File: src/rtl/nochange_monitor.sv
// Purpose: flags data bus changes inside the window opened by the reference signal's high phase (optionally offset).
// Latency: viol rises 2 clk edges after the offending data change at the pins; in_window follows the FSM state registers.
// Backpressure: none; pure monitor. Optional saturating count of violations when NOCHANGE_MON_COUNT_EN is defined.
module nochange_monitor #(
    parameter int DW        = 8,
    parameter int START_OFF = 0,
    parameter int END_OFF   = 0,
    parameter int CW        = 8
) (
    input  logic          clk,
    input  logic          rst,
    input  logic          ref_sig,
    input  logic [DW-1:0] data,
    input  logic          clr,
    output logic          viol,
    output logic          in_window,
    output logic [CW-1:0] viol_cnt
);

    typedef enum logic [1:0] {
        IDLE   = 2'd0,
        DLY_S  = 2'd1,
        ACTIVE = 2'd2,
        DLY_E  = 2'd3
    } state_t;

    // One sample of the monitored pins
    typedef struct packed {
        logic          ref_v;
        logic [DW-1:0] dat;
    } smp_t;

    localparam logic [3:0] START_D  = 4'(START_OFF);
    localparam logic [3:0] END_D    = 4'(END_OFF);
    localparam bit         HAS_END  = (END_OFF != 0);
    // Where a rising reference edge sends the FSM; dcnt is loaded with START_D either way
    localparam state_t     START_ST = (START_OFF == 0) ? ACTIVE : DLY_S;

    smp_t       s1;
    smp_t       s2;
    state_t     state;
    state_t     state_n;
    logic [3:0] dcnt;
    logic [3:0] dcnt_n;
    logic       viol_n;
    logic       rise;
    logic       fall;
    logic       chg;

    assign rise = s1.ref_v & ~s2.ref_v;
    assign fall = ~s1.ref_v & s2.ref_v;
    assign chg  = (s1.dat != s2.dat);

    // Window FSM: next state, delay counter and violation decision for the current sample
    always_comb begin
        state_n = state;
        dcnt_n  = dcnt;
        viol_n  = 1'b0;
        case (state)
            IDLE: begin
                // A change landing with the rise belongs to no window yet
                if (rise) begin
                    state_n = START_ST;
                    dcnt_n  = START_D;
                end
            end
            DLY_S: begin
                // Changes before the window opens are ignored
                if (fall) begin
                    state_n = IDLE;
                    dcnt_n  = 4'd0;
                end else if (dcnt <= 4'd1) begin
                    state_n = ACTIVE;
                    dcnt_n  = 4'd0;
                end else begin
                    dcnt_n  = dcnt - 4'd1;
                end
            end
            ACTIVE: begin
                if (fall) begin
                    // With no trailing extension the falling sample closes the window
                    viol_n = chg & HAS_END;
                    if (HAS_END) begin
                        state_n = DLY_E;
                        dcnt_n  = END_D;
                    end else begin
                        state_n = IDLE;
                        dcnt_n  = 4'd0;
                    end
                end else begin
                    viol_n = chg;
                end
            end
            DLY_E: begin
                // The trailing window still owns a change that coincides with a new rise
                viol_n = chg;
                if (rise) begin
                    state_n = START_ST;
                    dcnt_n  = START_D;
                end else if (dcnt <= 4'd1) begin
                    state_n = IDLE;
                    dcnt_n  = 4'd0;
                end else begin
                    dcnt_n  = dcnt - 4'd1;
                end
            end
            default: begin
                state_n = IDLE;
                dcnt_n  = 4'd0;
            end
        endcase
    end

    // Input sample pipeline, FSM state and registered outputs
    always_ff @(posedge clk) begin
        if (rst) begin
            s1        <= '0;
            s2        <= '0;
            state     <= IDLE;
            dcnt      <= 4'd0;
            viol      <= 1'b0;
            in_window <= 1'b0;
        end else begin
            s1        <= '{ref_v: ref_sig, dat: data};
            s2        <= s1;
            state     <= state_n;
            dcnt      <= dcnt_n;
            viol      <= viol_n;
            in_window <= (state_n == ACTIVE) || (state_n == DLY_E);
        end
    end

`ifdef NOCHANGE_MON_COUNT_EN
    logic [CW-1:0] cnt;

    // Saturating violation count, updated on the same edge that raises viol; clr wins
    always_ff @(posedge clk) begin
        if (rst) begin
            cnt <= '0;
        end else if (clr) begin
            cnt <= '0;
        end else if (viol_n && (cnt != {CW{1'b1}})) begin
            cnt <= cnt + 1'b1;
        end
    end

    assign viol_cnt = cnt;
`else
    logic unused_clr;

    // Counter not built: the count reads zero and clr has no effect
    assign unused_clr = clr;
    assign viol_cnt   = '0;
`endif

endmodule
File: config.mk
export PLATFORM = sky130hd
export DESIGN_NAME = nochange_monitor
export DESIGN_NICKNAME = d
export VERILOG_FILES = /design/src/rtl/nochange_monitor.sv
export SDC_FILE = /design/constraint.sdc
export NUM_CORES = 1
export LEC_CHECK = 0
export ABC_AREA = 1
export CORE_ASPECT_RATIO = 0.75
export CORE_MARGIN = 8
export CORE_UTILIZATION = 50
export CTS_BUF_LIST = sky130_fd_sc_hd__clkbuf_16
export CTS_CLUSTER_SIZE = 14
export DETAILED_ROUTE_END_ITERATION = 10
export PLACE_DENSITY = 0.76
export SYNTH_ARGS = -nofsm -noshare
export SYNTH_HDL_FRONTEND = slang
export SYNTH_SLANG_ARGS = --single-unit
File: constraint.sdc
create_clock -name clk -period 1.75 [get_ports clk]
set_input_delay 0.4375 -clock clk [delete_from_list [all_inputs] [get_ports clk]]
set_output_delay 0.4375 -clock clk [all_outputs]
set_load 0.05 [all_outputs]
==> flow_summary_export.csv <==
group,metric,value,unit
pwr,intPower,0.989,mW
placement,pre_cts_ws,305,ps
setup_path,worstSetupEndpointType,"flop",
timing,clock_skew,4.16,ps
setup_path,crit_required,1950,ps
pwr,p_sw,0.351,mW
global_routing,antenna_found_initial,0,
logic_synthesis,ys_types,21,
clock_tree,worstSkewPairLatency,260,ps
logic_synthesis,synth.yosys.seq_area_share,0.448,
die,die_h,56.9,microns
route,vias,834,
finish,post-route-util,0.644,
die,dieArea,4020,sq um
timing,hold_slack,436,ps
setup_path,crit_arrival,1560,ps
route,wl_per_cell,9.62,microns
setup_path,crit_type,"flop to flop",
setup_path,start_kind,"flop",
route,first_pass_iters,4,
route,route.detailed.drc,0,
timing,layout_min_cycle_time,1360,ps
timing,setup_ws,387,ps
clock_tree,cts_hold_buf,0,
clock_tree,root_buffer,"clkbuf_16",
pwr,power.density,1020,nW/um^2
logic_synthesis,netlist_instances,151,
finish,nNetsFinal,180,
placement,postPlaceCellArea,1240,sq um
clock_tree,h-tree-depth,1,
clock_tree,tritoncts,"done",
global_routing,overflow,0,
route,drt_iter0_markers,30,
clock_tree,post_cts_buffers,0,
global_routing,grt_max_degree,17,
route,vias_per_cell,4.41,
logic_synthesis,ys_top_cells_by_count,"inv_1 (30), nor2_1 (30), dfxtp_1 (25)",
logic_synthesis,ys_seq_elements,25,
logic_synthesis,yosysWarningCount,0,
pwr,p_leak,0.675,nW
pwr,power.share.clock,0.370,
timing,finalCritPeriodShare,0.779,
logic_synthesis,synth.top_cell.area_share,0.448,
finish,final_area,1320,sq um
placement,dp_hpwl,1400,microns
finish,area_growth,18.3,%
die,io_pins,22,
timing,slew_violations,0,
min_path,holdCritPathClass,"flop to flop",
route,antenna_left,0,
timing,rsz0062_at_grt,"false",
global_routing,grt.total_usage,0.0941,
setup_path,setup.worst_path.start,"dcnt[0]$_SDFFE_PP0P_",
pwr,vdd_drop_max,0.949,mV
logic_synthesis,synthArstFlopShare,0,
die,start_util,0.545,
die,rows,14,
logic_synthesis,synth_top_cell_by_area,"dfxtp_1",
timing,setup_violations,0,
min_path,min-delay-start,"s1[6]$_SDFF_PP0_",
run_status,status,"finished clean",
global_routing,grt_pass1_vias,783,
global_routing,grt_pass1_wl,3100,microns
timing,hold_viol,0,
pwr,p_seq_frac,0.467,
pwr,p_sw_frac,0.262,
clock_tree,cts_buffers,3,
logic_synthesis,netlist_top_cells_area,"dfxtp_1 (45%), inv_1 (10%), nor2_1 (10%)",
setup_path,r2r_start,"dcnt[0]$_SDFFE_PP0P_",
placement,io_buffers,12,
clock_tree,cts-resized-gates,0,
finish,drive_gt1_frac,0.115,
die,die_x,70.6,microns
clock_tree,clk_pin_slew,60,ps
clock_tree,cts_sinks,25,
route,drt_wl_total,1820,microns
pwr,pwr-share-comb,0.164,
setup_path,cp_max_fo,4,
logic_synthesis,ys.flop_type,"dfxtp_1",
placement,gp_congestion,0.864,
logic_synthesis,netlist_area,1120,sq um
timing,fmax,733,MHz
die,core_area,2050,sq um
timing,tns,0,ps
logic_synthesis,postSynthAreaPerCell,7.39,sq um
finish,num_antenna_cells,0,
clock_tree,clockBufferDepth,2,
run,maxCapViolCount,0,
logic_synthesis,synth_edf_count,0,
[sequential cells by signal, indices dropped and copies added (netlist names)]
name   count
s2         9
viol       1
dcnt       4
state      2
s1         9
[layer usage]
metal  vias to the layer above  share of wire  GRT usage
met2                        20           0.47      0.160
li1                        451              -          -
met3                         4          0.075     0.0509
met1                       359           0.44     0.0951
met4                         0          0.012     0.0392
met5                         -              0          0
[final timing paths]
kind | end | slack [ps] | cells after the start
worst max register to register | dcnt[2]$_SDFFE_PP0P_ | 390 | 9
worst max-delay path | dcnt[2]$_SDFFE_PP0P_ | 390 | 9
worst min-delay path | s2[6]$_SDFF_PP0_ | 440 | 2
worst min register to register | s2[6]$_SDFF_PP0_ | 440 | 2
[cell type report]
type | count | area, sq um
flip-flops and latches | 25 | 500
multi-input cells | 89 | 447
repair buffers | 13 | 135
fillers | 177 | 729
inverters | 34 | 128
well taps | 24 | 30.0
clock buffers | 3 | 75.1
clock inverters | 1 | 5.00
[critical path, stage by stage (launching register included)]
cell and delay (ps):
dfxtp_1 410, inv_1 70, ha_1 220, inv_1 60, nand2_1 80, a21oi_1 130
nand2_1 90, nand2_2 80, nand2_4 60, nor2_2 100
[layout by cell type, fill, tap and decap left out, drive strengths merged, types with 3 or more instances in the layout]
cell type,synthesis,final
nand2,25,25
nand3,4,4
buf,8,3
clkdlybuf4s50,0,10
inv,33,33
conb,1,8
xor2,8,8
nor2,33,33
dfxtp,25,25
nand4,3,3
clkbuf,2,3
[power by group through the flow]
stage | registers (mW) | clock network (mW) | logic [mW]
finish | 0.625 | 0.495 | 0.220
floorplan | 0.641 | 0 | 0.170
global placement | 0.635 | 0 | 0.210
CTS | 0.625 | 0.505 | 0.220
global route | 0.629 | 0.525 | 0.247
detailed placement | 0.637 | 0 | 0.217
[through the flow]
step	cells	power, mW
after floorplan	158	0.811
after global placement	185	0.845
after detailed placement	185	0.853
after CTS	189	1.35
after global routing	189	1.40
final	189	1.34
[cells by family after synthesis]
family                     share of synthesized area
AOI/OAI and AO/OA                             0.0247
and+or+nand+nor                                0.263
xor gates and xnor gates                      0.0628
DFF                                            0.448
buffers and inverters                          0.175
adders and majority gates                     0.0224
other                                        0.00336
No activity file was read; power rests on OpenSTA's default activity.
